==> src/rtl/gpu_pkg.sv <==
// Shared drawing-pipeline definitions: instruction width, field positions and the
// packed instruction type used between the host interface and the decoder.
package gpu_pkg;

  localparam int INST_W = 82;

  // Field LSB positions inside a packed instruction
  localparam int INST_TYPE_B = 0;
  localparam int VERT_B      = 1;
  localparam int COORD_LSB   = 2;
  localparam int COORD_W     = 16;
  localparam int LAYER_B     = 50;
  localparam int FILL_B      = 51;
  localparam int COLOR_LSB   = 52;
  localparam int COLOR_W     = 24;
  localparam int TEX_LSB     = 76;
  localparam int TEX_W       = 2;
  localparam int ALPHA_LSB   = 78;
  localparam int ALPHA_W     = 4;

  typedef logic [INST_W-1:0] inst_t;

endpackage

==> src/rtl/fifo_ptr.sv <==
// Modulo-DEPTH pointer register; advances by one when enabled and wraps
// naturally because DEPTH is a power of two.
module fifo_ptr #(
  parameter int DEPTH = 8,
  parameter int AW    = $clog2(DEPTH)
) (
  input  logic          clk,
  input  logic          rst,
  input  logic          i_en,
  output logic [AW-1:0] o_ptr
);

  logic [AW-1:0] r_ptr;

  always_ff @(posedge clk or posedge rst) begin
    if (rst) begin
      r_ptr <= '0;
    end else if (i_en) begin
      r_ptr <= r_ptr + AW'(1);
    end
  end

  assign o_ptr = r_ptr;

endmodule

==> src/rtl/inst_fifo.sv <==
// First-word-fall-through instruction buffer feeding the decode stage, with
// sticky overflow/underflow flags for the host status register.
module inst_fifo
  import gpu_pkg::*;
#(
  parameter int DEPTH = 8
) (
  input  logic                   clk,
  input  logic                   rst,
  input  logic                   wr_en,
  input  logic [INST_W-1:0]      wr_data,
  input  logic                   rd_en,
  input  logic                   clear_err,
  output logic [INST_W-1:0]      fifo_data,
  output logic                   full,
  output logic                   empty,
  output logic [$clog2(DEPTH):0] count,
  output logic                   overflow,
  output logic                   underflow
);

  localparam int AW = $clog2(DEPTH);
  localparam int CW = AW + 1;

  inst_t         mem [DEPTH];
  logic [CW-1:0] r_count;
  logic          r_overflow;
  logic          r_underflow;
  logic [AW-1:0] w_wptr;
  logic [AW-1:0] w_rptr;
  logic          w_full;
  logic          w_empty;
  logic          w_wr_acc;
  logic          w_rd_acc;

  // Occupancy alone decides full/empty; equal pointers are ambiguous.
  assign w_full   = (r_count == CW'(DEPTH));
  assign w_empty  = (r_count == '0);
  assign w_wr_acc = wr_en && !w_full;
  assign w_rd_acc = rd_en && !w_empty;

  fifo_ptr #(.DEPTH(DEPTH), .AW(AW)) u_wptr (
    .clk   (clk),
    .rst   (rst),
    .i_en  (w_wr_acc),
    .o_ptr (w_wptr)
  );

  fifo_ptr #(.DEPTH(DEPTH), .AW(AW)) u_rptr (
    .clk   (clk),
    .rst   (rst),
    .i_en  (w_rd_acc),
    .o_ptr (w_rptr)
  );

  // Storage is deliberately left out of reset.
  always_ff @(posedge clk) begin
    if (w_wr_acc) begin
      mem[w_wptr] <= wr_data;
    end
  end

  always_ff @(posedge clk or posedge rst) begin
    if (rst) begin
      r_count <= '0;
    end else if (w_wr_acc && !w_rd_acc) begin
      r_count <= r_count + CW'(1);
    end else if (!w_wr_acc && w_rd_acc) begin
      r_count <= r_count - CW'(1);
    end
  end

  // A new error in the same cycle as clear_err takes priority.
  always_ff @(posedge clk or posedge rst) begin
    if (rst) begin
      r_overflow  <= 1'b0;
      r_underflow <= 1'b0;
    end else begin
      if (wr_en && w_full) begin
        r_overflow <= 1'b1;
      end else if (clear_err) begin
        r_overflow <= 1'b0;
      end
      if (rd_en && w_empty) begin
        r_underflow <= 1'b1;
      end else if (clear_err) begin
        r_underflow <= 1'b0;
      end
    end
  end

  assign fifo_data = w_empty ? '0 : mem[w_rptr];
  assign full      = w_full;
  assign empty     = w_empty;
  assign count     = r_count;
  assign overflow  = r_overflow;
  assign underflow = r_underflow;

endmodule

==> config.mk <==
export PLATFORM = sky130hd
export DESIGN_NAME = inst_fifo
export DESIGN_NICKNAME = d
export VERILOG_FILES = /design/src/rtl/gpu_pkg.sv /design/src/rtl/fifo_ptr.sv /design/src/rtl/inst_fifo.sv
export SDC_FILE = /design/constraint.sdc
export NUM_CORES = 1
export LEC_CHECK = 0
export ABC_AREA = 0
export CELL_PAD_IN_SITES_DETAIL_PLACEMENT = 0
export CELL_PAD_IN_SITES_GLOBAL_PLACEMENT = 1
export CORE_UTILIZATION = 45
export CTS_CLUSTER_DIAMETER = 200
export DETAILED_ROUTE_END_ITERATION = 8
export GPL_TIMING_DRIVEN = 0
export PLACE_DENSITY_LB_ADDON = 0.1
export SKIP_CTS_REPAIR_TIMING = 1
export SLEW_MARGIN = 20
export SYNTH_ARGS = -nofsm -noshare
export SYNTH_HDL_FRONTEND = slang
export SYNTH_SLANG_ARGS = --single-unit
==> constraint.sdc <==
create_clock -name clk -period 8.25 [get_ports clk]
set_clock_uncertainty 0.15 [all_clocks]
set_input_delay 2.0625 -clock clk [delete_from_list [all_inputs] [get_ports clk]]
set_output_delay 2.0625 -clock clk [all_outputs]
set_load 0.02 [all_outputs]
==> results of run 1 <==
-- area by class of cell --
type / instances / area share
plain buffers: 55 / 0.01111
clock buffers: 92 / 0.06096
repair buffers: 224 / 0.09026
flip-flops and latches: 668 / 0.6390
inverters: 6 / 0.0007195
diodes: 1 / 0.00007995
well taps: 748 / 0.02990
multi-input cells: 298 / 0.1559
clock inverters: 34 / 0.01211
-- stage by stage --
stage	power [mW]	cells	setup slack, ns	TNS [ns]
6_report	12.03	2126	2.396	0
2_1_floorplan	7.105	1027	1.919	0
4_1_cts	12.22	2125	2.259	0
5_1_grt	12.55	2126	2.230	0
3_5_place_dp	9.072	1999	2.918	0
3_3_place_gp	8.909	1951	-2.888	-1665.60
-- worst register-to-register path, delay by kind of cell (launching register included) --
kind / cells / cell delay (ns)
and+or+nand+nor: 3 / 1.27
DFF: 1 / 0.50
buffers and inverters: 6 / 1.13
-- report_power, final --
part           switching (mW)  leakage (nW)  internal [mW]
combinational            2.35          2.91           2.16
clock                    1.23          1.12           1.91
sequential              0.121          6.10           4.26
total                    3.70          10.1           8.33
-- per-layer routing --
metal	global-route usage	up-vias	part of all wire
met3	0.03799	81	0.048
met1	0.2806	6241	0.44
met2	0.3198	284	0.49
met5	0	-	0.0011
met4	0.06002	8	0.019
li1	-	5066	-
-- how the worst max path moves through the flow --
stage                          to  slack, ns  depth (start not counted)
finish              fifo_data[43]       2.40                          5
global route        fifo_data[41]       2.23                          5
CTS                 fifo_data[17]       2.26                          5
detailed placement  fifo_data[17]       2.92                          5
global placement       mem[2][35]      -2.89                          3
floorplan               mem[6][0]       1.92                          2
-- kinds of logic (layout without fill, tap and decap cells) --
| logic type | after synthesis | in the layout | share of synthesized area |
|---|---|---|---|
| multiplexers | 168 | 168 | 0.1484 |
| other | 0 | 1 | 0 |
| flip-flops | 668 | 668 | 0.7943 |
| XOR/XNOR | 6 | 6 | 0.002087 |
| AND/OR/NAND/NOR | 29 | 29 | 0.006460 |
| AO/OA/AOI/OAI | 89 | 89 | 0.03076 |
| buffers and inverters | 61 | 411 | 0.01471 |
| adder cells (fa/ha/maj) | 6 | 6 | 0.003280 |
-- cell usage in the layout, fill, tap and decap left out, drive strengths merged --
cell type      netlist  layout
edfxtp             656     656
clkdlybuf4s50        0     176
mux4               164     164
clkbuf              18     110
buf                 37      85
a22o                84      84
clkinv               0      25
dfrtp               12      12
bufinv               0       9
nor2                 7       7
xnor2                6       6
inv                  6       6
ha                   5       5
nand2                4       4
nand3                4       4
mux2                 3       3
nand3b               3       3
or3                  3       3
nand2b               2       2
nor3                 2       2
or4                  2       2
diode                0       1
o21ai                1       1
or4b                 1       1
and2                 1       1
a21o                 1       1
mux2i                1       1
a21oi                1       1
a211o                1       1
o221ai               1       1
fa                   1       1
-- sequential cells by signal (all words and copies together), names as in the netlist --
register      flops
count             4
mem             656
overflow          1
u_rptr.o_ptr      3
u_wptr.o_ptr      3
underflow         1
==> flow_summary_export.csv, run 1 <==
group,metric,value,unit
global_route,grt_overflow,0,
worst_setup_path,crit_path_most_repeated_cell,"clkbuf_1",
worst_setup_path,cp_data_required_time,6.04,ns
hold_path,min_from,"underflow",
worst_setup_path,crit-reg2reg-launch,"count[0]",
logic_synthesis,synth.top_cell.area_share,0.7823,
sta,final_min_period_over_clock_period,0.7096,
clocking,cts_root_buf,"clkbuf_16",
worst_setup_path,crit_type,"register to output pin",
logic_synthesis,postSynthAreaPerCell,24.52,sq um
drt,drc,0,
run_status,status,"completed",
clocking,tritoncts_clock_tree,"built",
floorplan,floorplan.die.height,238.5,um
sta,max_clk_rate,170.8,MHz
final_layout,multiInputGateArea,4880,sq um
worst_setup_path,timing.critical_path.from,"u_rptr.o_ptr[1]",
final_layout,final_layout_size_suffix_gt1_frac,0.2614,
clocking,cts.clk_slew.worst_paths,0.06,ns
final_layout,design.final.nets,1417,
flow_run,max_cap_viol_count,0,
logic_synthesis,yosysWarningCount,0,
floorplan,floorplan.die_area,56900,sq um
sta,hold_viol_final,0,
logic_synthesis,syn_nets,1120,
worst_setup_path,r2r_cells,9,
final_layout,area_delta_synth_final,24.31,%
drt,route.vias.total,11680,
sta,post-route-min-period,5.854,ns
worst_setup_path,capture_instance_of_the_worst_register_to_register_path,"mem[1][34]",
worst_setup_path,critPathMaxStageDelay,0.72,ns
drt,drtIter0Drc,845,
logic_synthesis,synth_commonest_cells,"656 x edfxtp_1, 164 x mux4_2, 82 x a22o_1",
pwr,powerDensity,384.3,nW/um^2
logic_synthesis,post_synth_main_area_contributors,"edfxtp_1 78%, mux4_2 15%, a22o_1 2.9%",
clocking,htree_num_levels,3,
place,place.gp.congestion,0.6980,
worst_setup_path,path_buf_inv,3,
logic_synthesis,synth_top_flop_cell,"edfxtp_1",
floorplan,fp-row-count,86,
drt,detail_route.first_pass.iterations,4,
hold_path,holdCritPathClass,"register to register",
sta,maxSlewViolCount,0,
drt,post_drt_wl_per_cell,25.73,um
logic_synthesis,synth.yosys.seq_area_share,0.7943,
worst_setup_path,path_max_fanout,10,
pwr,vdd_ir_drop_max,248.4,uV
worst_setup_path,cp-start-kind,"register",
hold_path,hold_path_depth,1,
floorplan,starting_density,0.4561,
clocking,cts_buffer_depth,3,
drt,finalWirelength,54700,um
clocking,cts_sinks,668,
sta,slew_at_the_pin_closest_to_its_max_slew_limit,0.9252,ns
logic_synthesis,synth_top_cell_by_area,"edfxtp_1",
place,detailed_place_hpwl,34310,um
worst_setup_path,worst_path_max_delay_cell,"clkbuf_1",
logic_synthesis,ys_seq_elements,668,
sta,grt_setup_unrepaired,"false",
global_route,antenna_found_initial,5,
clocking,cts_inserted_buffers,71,
drt,drt.antenna.violating_nets,0,
logic_synthesis,synth_cell_type_count,33,
worst_setup_path,r2r_setup_slack,4.90,ns
final_layout,layout.area.seq,20000,sq um
final_layout,finalCoreUtilization,0.5670,
floorplan,die_width,238.5,um
sta,finalSetupViolations,0,
worst_setup_path,crit_path_end_kind,"output pin",
floorplan,fp.coreArea,55200,sq um
final_layout,nFillCells,4103,
worst_setup_path,worstPathCellList,"clkbuf_1, clkbuf_1, mux4_2, a22o_1, clkdlybuf4s50_1",
logic_synthesis,syn-instance-count,1027,
global_route,grt_use_total,0.1998,
pwr,total_leakage_power,10.13,nW
place,place.port_buffers,176,
logic_synthesis,postSynth.asyncResetShare,0.01796,
global_route,first_global_vias,12400,
place,post_dp_cell_area,29010,sq um
global_route,first_pass_grt_wire_length,81500,um
worst_setup_path,worst_path_dominant_cell_family,"buffers and inverters",
logic_synthesis,synthesis.area,25180,sq um
worst_setup_path,worst-endpoint-arrival,3.64,ns
clocking,latest_clock_arrival_within_the_worst_skew_pair,0.58,ns
global_route,pin_count_of_the_biggest_net_entering_global_routing,21,
logic_synthesis,post_synth_edffs,656,
floorplan,top_level_ports,177,
sta,fin_hold_ws,0.3605,ns
drt,drt-vias-per-instance,5.494,
final_layout,final_design_area_no_fill,31300,sq um
hold_path,holdPathEnd,"underflow",
sta,timing.slew.headroom,0.3832,
logic_synthesis,yosysMostFrequentCell,"edfxtp_1",
Power figures use the tool's default switching activity.
==> run 2, diff against run 1 <==
==> constraint.sdc (replaced) <==
create_clock -name clk -period 4.8 [get_ports clk]
set_clock_uncertainty 0.15 [all_clocks]
set_input_delay 1.2 -clock clk [delete_from_list [all_inputs] [get_ports clk]]
set_output_delay 1.2 -clock clk [all_outputs]
set_load 0.02 [all_outputs]
==> run 2 against run 1 <==
- power up 72%
- highest routed layer unchanged
- critical path type unchanged
- critical path depth unchanged
- worst hold slack worse by 0.00061 ns
- design area about the same
- combinational power up 72%
- final cell count unchanged
- sequential cell count unchanged
- first-iteration DRC count down 2.1%
- via count about the same
==> flow_summary_export.csv, run 2 (synthesis gave the netlist of run 1 again) <==
group,metric,value,unit
worst_setup_path,worst-endpoint-arrival,3.32,ns
final_layout,final_layout_size_suffix_gt1_frac,0.2680,
clocking,cts_inserted_buffers,71,
global_route,grt_use_total,0.1998,
pwr,powerDensity,660.3,nW/um^2
final_layout,commonest_non_fill_non_tap_cell_in_the_layout,"edfxtp_1",
worst_setup_path,cp-start-kind,"register",
floorplan,starting_density,0.4561,
worst_setup_path,timing.critical_path.from,"u_rptr.o_ptr[1]",
drt,drt-vias-per-instance,5.494,
place,dp_slack,0.3303,ns
clocking,cts.clk_slew.worst_paths,0.06,ns
sta,post-route-worst-setup-slack,0.1308,ns
final_layout,design.final.nets,1417,
worst_setup_path,cp_data_required_time,3.45,ns
clocking,cts_sinks,668,
run_status,status,"completed",
sta,maxSlewViolCount,0,
floorplan,fp-row-count,86,
final_layout,nFillCells,4102,
floorplan,fp.coreArea,55200,sq um
drt,post_drt_wl_per_cell,25.74,um
worst_setup_path,crit-reg2reg-launch,"count[0]",
floorplan,top_level_ports,177,
worst_setup_path,r2r_cells,9,
worst_setup_path,setup.worst_path.end,"fifo_data[61]",
worst_setup_path,worst_path_dominant_cell_family,"buffers and inverters",
drt,drc,0,
sta,slew_at_the_pin_closest_to_its_max_slew_limit,0.7654,ns
sta,post-route-min-period,4.669,ns
pwr,report.power.total,20.69,mW
clocking,htree_num_levels,3,
flow_run,max_cap_viol_count,0,
worst_setup_path,worstSetupPathDepth,5,
global_route,pin_count_of_the_biggest_net_entering_global_routing,21,
place,place.port_buffers,176,
pwr,total_leakage_power,10.16,nW
place,post_dp_cell_area,29010,sq um
worst_setup_path,path_max_fanout,10,
floorplan,floorplan.die.height,238.5,um
final_layout,largest_register_ff_count,656,
drt,detail_route.first_pass.iterations,5,
floorplan,floorplan.die_area,56900,sq um
pwr,vdd_ir_drop_max,426.3,uV
worst_setup_path,critPathMaxStageDelay,0.61,ns
floorplan,die_width,238.5,um
clocking,tritoncts_clock_tree,"built",
sta,max_clk_rate,214.2,MHz
worst_setup_path,r2r_setup_slack,1.44,ns
worst_setup_path,worst_path_max_delay_cell,"clkbuf_1",
place,detailed_place_hpwl,34310,um
worst_setup_path,capture_instance_of_the_worst_register_to_register_path,"mem[1][34]",
final_layout,area_delta_synth_final,24.42,%
hold_path,holdCritPathClass,"register to register",
sta,final_min_period_over_clock_period,0.9728,
place,place.gp.congestion,0.6980,
final_layout,layout.area.seq,20000,sq um
final_layout,multiInputGateArea,4885,sq um
global_route,first_global_vias,12400,
global_route,first_pass_grt_wire_length,81500,um
final_layout,layout.cells.most_common_list,"656 x edfxtp_1, 176 x clkdlybuf4s50_1, 164 x mux4_2",
clocking,cts_root_buf,"clkbuf_16",
hold_path,hold_path_depth,1,
worst_setup_path,path_buf_inv,3,
drt,finalWirelength,54730,um
drt,drt.antenna.violating_nets,0,
sta,timing.slew.headroom,0.4898,
global_route,grt_overflow,0,
final_layout,register_bank_with_the_most_flops,"mem",
worst_setup_path,crit_path_end_kind,"output pin",
clocking,latest_clock_arrival_within_the_worst_skew_pair,0.58,ns
final_layout,final_design_area_no_fill,31330,sq um
worst_setup_path,crit_type,"register to output pin",
clocking,cts_buffer_depth,3,
sta,hold_viol_final,0,
worst_setup_path,worstPathCellList,"clkbuf_2, clkbuf_1, mux4_2, a22o_1, clkdlybuf4s50_1",
sta,finalSetupViolations,0,
sta,grt_setup_unrepaired,"true",
drt,drtIter0Drc,827,
global_route,antenna_found_initial,5,
drt,route.vias.total,11680,
## run 2: changes by cell type in the layout (fill, tap and decap cells not counted)
| cell | previous run | this run |
|---|---|---|
| clkbuf_4 | 0 | 5 |
| clkbuf_1 | 36 | 28 |
| buf_2 | 25 | 20 |
| buf_1 | 2 | 1 |
| nor2_4 | 6 | 7 |
| clkbuf_2 | 0 | 9 |
| nor2_2 | 1 | 0 |
## run 2: how the worst min path moves through the flow
| stage | to | startpoint | slack [ns] |
|---|---|---|---|
| 3_3_place_gp | u_rptr.o_ptr[2] | u_rptr.o_ptr[2] | 0.33 |
| 4_1_cts | underflow | underflow | 0.36 |
| 5_1_grt | underflow | underflow | 0.40 |
| 3_5_place_dp | underflow | underflow | 0.35 |
| 6_report | underflow | underflow | 0.36 |
| 2_1_floorplan | u_rptr.o_ptr[2] | u_rptr.o_ptr[2] | 0.32 |
## run 2: per-layer routing
layer  track usage  routed length [um]  vias to the layer above
met5             0                  58                        -
met4       0.06002                 941                        8
met3       0.03799                2700                       78
met2        0.3198               26950                      271
met1        0.2806               24080                     6253
li1              -                   -                     5071
## run 2: power by group
group	switching, mW	internal [mW]	leakage (nW)
logic	4.04	3.72	2.94
clock network	2.11	3.28	1.12
registers	0.211	7.33	6.10
## run 2: final cells by class
cell class,instances,area share
multi-input cells,298,0.1559
well taps,748,0.02987
clock inverters,34,0.01210
clock buffers,92,0.06090
repair buffers,224,0.09018
inverters,6,0.0007189
flip-flops and latches,668,0.6384
plain buffers,55,0.01186
diodes,1,0.00007988
## run 2: through the flow
| step | hold slack [ns] | instances | util | TNS (ns) |
|---|---|---|---|---|
| global route | 0.3974 | 2126 | 0.5675 | -0.1048 |
| detailed placement | 0.3459 | 1999 | 0.5255 | 0 |
| finish | 0.3599 | 2126 | 0.5675 | 0 |
| floorplan | 0.3170 | 1027 | - | -387.70 |
| global placement | 0.3311 | 1951 | 0.5052 | -3363.00 |
| CTS | 0.3616 | 2125 | 0.5670 | -18.71 |
